`src/rtl/dma_uart_tx_if.sv`:
```
// dma_uart_tx_if: shared RAM bus and arbiter handshake seen by the DMA transmitter.
//   master (DMA side): drives Bus_req, Address, Cs, Oen; receives Bus_grant, Databus.
//   slave  (arbiter/RAM side): the mirror image.
interface dma_uart_tx_if;
  logic       Bus_req;
  logic       Bus_grant;
  logic [7:0] Address;
  logic [7:0] Databus;
  logic       Cs;
  logic       Oen;

  modport master (
    output Bus_req,
    output Address,
    output Cs,
    output Oen,
    input  Bus_grant,
    input  Databus
  );

  modport slave (
    input  Bus_req,
    input  Address,
    input  Cs,
    input  Oen,
    output Bus_grant,
    output Databus
  );
endinterface

```
`src/rtl/dma_uart_tx.sv`:
```
// dma_uart_tx: on a CPU start pulse, acquires the RAM bus, reads the bytes at
// MSB_ADDR then LSB_ADDR and sends each over an internal 8N1 UART on TXD,
// then releases the bus and raises Dma_Ready.
// Ports:
//   Clk, Rst   - clock, synchronous active-high reset
//   Ena, Start - DMA enable and one-cycle start request
//   bus        - RAM bus / arbiter (Bus_req, Bus_grant, Address, Databus, Cs, Oen)
//   Dma_Ready  - high while idle
//   TXD        - serial output, idles high
//   TX_Ready   - UART end-of-transmission / idle flag
module dma_uart_tx #(
  parameter int unsigned CLK_PER_BIT = 868,
  parameter logic [7:0]  MSB_ADDR    = 8'h04,
  parameter logic [7:0]  LSB_ADDR    = 8'h05
) (
  input  logic Clk,
  input  logic Rst,
  input  logic Ena,
  input  logic Start,
  dma_uart_tx_if.master bus,
  output logic Dma_Ready,
  output logic TXD,
  output logic TX_Ready
);

  localparam int unsigned CNT_W = (CLK_PER_BIT > 1) ? $clog2(CLK_PER_BIT) : 1;
  localparam logic [CNT_W-1:0] CNT_MAX = CNT_W'(CLK_PER_BIT - 1);

  typedef enum logic [3:0] {
    S_IDLE,
    S_REQ,
    S_RD_MSB,
    S_TX_MSB,
    S_WAIT_MSB,
    S_RD_LSB,
    S_TX_LSB,
    S_WAIT_LSB,
    S_DONE
  } state_e;

  state_e     state_q, state_d;
  logic [7:0] tx_data_q, tx_data_d;
  logic       tx_valid;

  // UART state
  logic [CNT_W-1:0] cnt_q, cnt_d;
  logic [3:0]       bit_q, bit_d;    // 0 = start, 1..8 = data, 9 = stop
  logic [7:0]       shift_q, shift_d;
  logic             txd_q, txd_d;
  logic             eot_q, eot_d;

  // ---------------- DMA FSM: state register ----------------
  always_ff @(posedge Clk) begin
    if (Rst) begin
      state_q   <= S_IDLE;
      tx_data_q <= '0;
    end else begin
      state_q   <= state_d;
      tx_data_q <= tx_data_d;
    end
  end

  // ---------------- DMA FSM: next state ----------------
  always_comb begin
    state_d = state_q;
    unique case (state_q)
      S_IDLE:     if (Start && Ena) state_d = S_REQ;
      S_REQ:      if (bus.Bus_grant) state_d = S_RD_MSB;
      S_RD_MSB:   state_d = S_TX_MSB;
      S_TX_MSB:   state_d = S_WAIT_MSB;
      S_WAIT_MSB: if (eot_q) state_d = S_RD_LSB;
      S_RD_LSB:   state_d = S_TX_LSB;
      S_TX_LSB:   state_d = S_WAIT_LSB;
      S_WAIT_LSB: if (eot_q) state_d = S_DONE;
      S_DONE:     state_d = S_IDLE;
      default:    state_d = S_IDLE;
    endcase
  end

  // ---------------- DMA FSM: outputs ----------------
  always_comb begin
    bus.Address = '0;
    bus.Cs      = 1'b0;
    bus.Oen     = 1'b1;
    bus.Bus_req = 1'b0;
    Dma_Ready   = 1'b0;
    tx_valid    = 1'b0;
    tx_data_d   = tx_data_q;
    unique case (state_q)
      S_IDLE: Dma_Ready = 1'b1;
      S_REQ, S_WAIT_MSB, S_WAIT_LSB: bus.Bus_req = 1'b1;
      S_RD_MSB: begin
        bus.Bus_req = 1'b1;
        bus.Address = MSB_ADDR;
        bus.Cs      = 1'b1;
        bus.Oen     = 1'b0;
        tx_data_d   = bus.Databus;
      end
      S_RD_LSB: begin
        bus.Bus_req = 1'b1;
        bus.Address = LSB_ADDR;
        bus.Cs      = 1'b1;
        bus.Oen     = 1'b0;
        tx_data_d   = bus.Databus;
      end
      S_TX_MSB, S_TX_LSB: begin
        bus.Bus_req = 1'b1;
        tx_valid    = 1'b1;
      end
      S_DONE: ;
      default: ;
    endcase
  end

  // ---------------- UART 8N1 transmitter ----------------
  always_ff @(posedge Clk) begin
    if (Rst) begin
      cnt_q   <= '0;
      bit_q   <= '0;
      shift_q <= '0;
      txd_q   <= 1'b1;
      eot_q   <= 1'b1;
    end else begin
      cnt_q   <= cnt_d;
      bit_q   <= bit_d;
      shift_q <= shift_d;
      txd_q   <= txd_d;
      eot_q   <= eot_d;
    end
  end

  // TXD is registered: the value for the next bit is loaded on the edge that
  // ends the current bit, so each bit is exactly CLK_PER_BIT cycles wide.
  always_comb begin
    cnt_d   = cnt_q;
    bit_d   = bit_q;
    shift_d = shift_q;
    txd_d   = txd_q;
    eot_d   = eot_q;
    if (eot_q) begin
      if (tx_valid) begin
        shift_d = tx_data_q;
        txd_d   = 1'b0;
        eot_d   = 1'b0;
        cnt_d   = '0;
        bit_d   = '0;
      end
    end else if (cnt_q == CNT_MAX) begin
      cnt_d = '0;
      if (bit_q == 4'd9) begin
        eot_d = 1'b1;
        txd_d = 1'b1;
      end else begin
        bit_d = bit_q + 4'd1;
        txd_d = (bit_q == 4'd8) ? 1'b1 : shift_q[bit_q[2:0]];
      end
    end else begin
      cnt_d = cnt_q + 1'b1;
    end
  end

  assign TXD      = txd_q;
  assign TX_Ready = eot_q;

endmodule

```
`src/flat_wrapper.sv`:
```
// flat-port wrapper written by rule: the top's interface ports become plain ports
module dma_uart_tx_flat 
#(
  parameter int unsigned CLK_PER_BIT = 868,
  parameter logic [7:0]  MSB_ADDR    = 8'h04,
  parameter logic [7:0]  LSB_ADDR    = 8'h05
)
  (Clk, Rst, Ena, Start, Dma_Ready, TXD, TX_Ready, bus_Bus_req, bus_Address, bus_Cs, bus_Oen, bus_Bus_grant, bus_Databus);
  dma_uart_tx_if bus_i ();
  input  logic Clk;
  input  logic Rst;
  input  logic Ena;
  input  logic Start;
  output logic Dma_Ready;
  output logic TXD;
  output logic TX_Ready;
  output wire logic [$bits(bus_i.Bus_req)-1:0] bus_Bus_req;
  output wire logic [$bits(bus_i.Address)-1:0] bus_Address;
  output wire logic [$bits(bus_i.Cs)-1:0] bus_Cs;
  output wire logic [$bits(bus_i.Oen)-1:0] bus_Oen;
  input wire logic [$bits(bus_i.Bus_grant)-1:0] bus_Bus_grant;
  input wire logic [$bits(bus_i.Databus)-1:0] bus_Databus;
  assign bus_Bus_req = bus_i.Bus_req;
  assign bus_Address = bus_i.Address;
  assign bus_Cs = bus_i.Cs;
  assign bus_Oen = bus_i.Oen;
  assign bus_i.Bus_grant = bus_Bus_grant;
  assign bus_i.Databus = bus_Databus;
  dma_uart_tx #(.CLK_PER_BIT(CLK_PER_BIT), .MSB_ADDR(MSB_ADDR), .LSB_ADDR(LSB_ADDR)) u_core (.Clk(Clk), .Rst(Rst), .Ena(Ena), .Start(Start), .bus(bus_i), .Dma_Ready(Dma_Ready), .TXD(TXD), .TX_Ready(TX_Ready));
endmodule
```
`config.mk`:
```
export PLATFORM = sky130hd
export DESIGN_NAME = dma_uart_tx_flat
export DESIGN_NICKNAME = d
export VERILOG_FILES = /design/src/rtl/dma_uart_tx_if.sv /design/src/rtl/dma_uart_tx.sv /design/src/flat_wrapper.sv
export SDC_FILE = /design/constraint.sdc
export NUM_CORES = 1
export LEC_CHECK = 0
export ABC_CLOCK_PERIOD_IN_PS = 3100
export CORE_MARGIN = 3
export CORE_UTILIZATION = 50
export CTS_CLUSTER_DIAMETER = 60
export DETAILED_ROUTE_END_ITERATION = 7
export PLACE_DENSITY = 0.79
export SYNTH_ARGS = -nofsm -noshare
export SYNTH_HDL_FRONTEND = slang
export SYNTH_SLANG_ARGS = --single-unit
```
`constraint.sdc`:
```
create_clock -name Clk -period 3.1 [get_ports Clk]
set_input_delay 0.93 -clock Clk [delete_from_list [all_inputs] [get_ports Clk]]
set_output_delay 0.93 -clock Clk [all_outputs]
set_load 0.05 [all_outputs]
```
==> flow_summary.toml <==
[outcome]
status = "completed"

[layout]
nets = 233
final_util = 0.6216
drive_gt1_frac = 0.09677
n_antenna_cell = 0
syn2layout_area_growth_pct = 16.88
fillers = 309

[yosys]
synth-async-reset-ratio = 0
synthFlopType = "dfxtp_1"
ys_top_cells_by_count = "dfxtp_1 (36), nor2_1 (22), mux2i_1 (18), nand2_1 (11)"
synth_area_per_cell_um2 = 9.107
synth_top_area_frac = 0.3937
synth_most_common_cell = "dfxtp_1"
ys_ff_latch = 36
synthesis.area_mm2 = 0.001831
synth_seq_area_share = 0.3937
synth_area_leaders = "dfxtp_1 (39%), mux2i_1 (9.8%), nor2_1 (4.5%), buf_4 (4.1%), ha_1 (2.7%)"
synth_cells = 201
ys_warn_count = 0
yosysTopAreaCell = "dfxtp_1"
synth_cell_types = 49
synth_edf_count = 0

[detailed_routing]
wl_per_cell_um = 12.92
drc = 0
dr.pass1.iters = 4
vias = 1403
wirelength_um = 3398
viasPerCell = 5.335
drtAntennaViolNets = 0
first_iter_violations = 90

[floorplan]
ios = 27
die-height_um = 66.51
initial_core_util = 0.5318
chipWidth_um = 66.51
rows = 21
design.die.area_mm2 = 0.004423
core_mm2 = 0.003442

[global_routing]
antenna_found_initial = 0
grt.overflow.total = 0
track_usage = 0.1811
grt_max_degree = 17
grt_pass1_vias = 1367
grt_pass1_wl_um = 6113

[placement]
portBuffers = 20
hpwlAfterDp_um = 2495
globalplace.congestion = 0.7485

[clocking]
clk_pin_slew_worst_paths_ps = 70
cts_hold_buf = 0
htree_levels = 2
clock-root-buffer = "clkbuf_8"
cts_tree = "done"
cts_inserted_buffers = 5
post_cts_resized = 0
clock_sinks = 36
cts_buffer_depth = 2
clk_latency_ps = 290
cts_setup_buffers = 0

[worst_setup_path]
start_kind = "flop"
crit_required_ps = 2170
slowest_delay_ps = 830
crit_path_end_kind = "output pin"
critPathKind = "reg2out"
worstPathCellList = "nand2_1, nor3_1, clkdlybuf4s50_1"
cp.arrival_ps = 1900
reg2reg_depth = 4
cp_max_fo = 9
reg2reg_to = "u_core.TXD"
rr_startpoint = "u_core.state_q[0]"
worst-r2r-setup-slack_ps = 1100
critPathSlowestCell = "clkdlybuf4s50_1"

[sta]
slew_viol_final = 0
post-route-period-util = 0.9126
skew_ps = 5.129
fin_setup_tns_ps = 0
slew-limit-headroom = 0.5579
tightest_slew_ps = 661.1
max_freq_mhz = 353.5
setup_violations = 0
period_minus_slack_ps = 2829
final_hold_viol_count = 0
grt_setup_unrepaired = "no"

[power]
p_leak_nw = 0.7693
power_density_mw_per_mm2 = 485.5
finalPower_mw = 1.039
irDropWorstVdd_v = 0.0002585

[hold_path]
holdPathStages = 2
hold-path-endpoint = "u_core.tx_data_q[1]"
hp-class = "reg2reg"
min-delay-start = "u_core.tx_data_q[1]"

[run]
cap_violations = 0
## cell usage in the layout, fill, tap and decap left out, types with 2 or more instances in the layout
cell,n
nand4_1,3
o22ai_1,3
conb_1,6
a22o_1,3
clkbuf_8,5
mux2i_1,18
xor2_1,3
a21oi_1,8
inv_1,10
buf_12,2
o21ai_1,4
and3_1,2
nor4_1,2
a31oi_1,3
clkdlybuf4s50_1,17
o21ai_0,2
ha_1,4
nand3_1,8
nand2_1,11
nor2b_1,3
nor2_1,22
dfxtp_1,36
nand3b_1,4
nor3_1,6
buf_4,3
mux4_2,2
## report_power, final
group | total [mW] | leakage [nW] | internal (mW) | switching, mW
combinational | 0.148 | 0.424 | 0.0576 | 0.0899
sequential | 0.485 | 0.291 | 0.472 | 0.0126
clock | 0.407 | 0.0541 | 0.238 | 0.169
total | 1.04 | 0.769 | 0.767 | 0.271
## layout make-up
| type | instances | area (µm²) | share of cell area |
|---|---|---|---|
| clock buffers | 5 | 68.82 | 0.03216 |
| clock inverters | 3 | 42.54 | 0.01988 |
| inverters | 11 | 41.29 | 0.01930 |
| multi-input cells | 140 | 975.9 | 0.4561 |
| flip-flops and latches | 36 | 720.7 | 0.3368 |
| well taps | 46 | 57.56 | 0.02690 |
| repair buffers | 22 | 232.7 | 0.1088 |
## sequential cells by signal (all words and copies together) (netlist names)
register	count
u_core.tx_data_q	8
u_core.bit_q	4
u_core.TX_Ready	1
u_core.TXD	1
u_core.shift_q	8
u_core.state_q	4
u_core.cnt_q	10
## critical path, delay by kind of cell, from the launching register on
family	cells	cell delay, ps
buffers and inverters	1	830
flip-flops	1	510
AND/OR/NAND/NOR	2	270
## cells by family (layout without fill, tap and decap cells)
group	Yosys count	after routing	synth area share
and+or+nand+nor	74	74	0.2235
DFF	36	36	0.3937
AOI/OAI and AO/OA	31	31	0.1217
buffers and inverters	30	41	0.08339
muxes	21	21	0.1292
adders and majority gates	4	4	0.02734
xor gates and xnor gates	4	4	0.01914
other	1	6	0.002049
## per-stage QoR
step	worst slack [ps]	instances	area, µm²	hold WS, ps
2_1_floorplan	168.0	206	1849	454.6
3_3_place_gp	545.9	255	2028	476.3
3_5_place_dp	498.2	255	2028	487.1
4_1_cts	271.7	263	2140	503.4
5_1_grt	147.8	263	2140	535.7
6_report	271.1	263	2140	498.8
## layer usage
metal  global-route usage  vias to the layer above  wire length [µm]
met5                    0                        -                 0
met4              0.09137                        0                80
met3              0.04553                        5               134
met2               0.2714                       25              1552
met1               0.2395                      644              1630
li1                     -                      729                 -
## how the worst max path moves through the flow
stage / from / to / slack, ps / depth (start not counted)
2_1_floorplan: u_core.state_q[3] / Dma_Ready / 170 / 2
3_3_place_gp: Rst / u_core.cnt_q[4] / 550 / 3
3_5_place_dp: Rst / u_core.cnt_q[6] / 500 / 4
4_1_cts: u_core.state_q[2] / bus_Bus_req / 270 / 3
5_1_grt: u_core.state_q[2] / bus_Bus_req / 150 / 3
6_report: u_core.state_q[0] / bus_Address[0] / 270 / 3
Power figures use the tool's default switching activity.
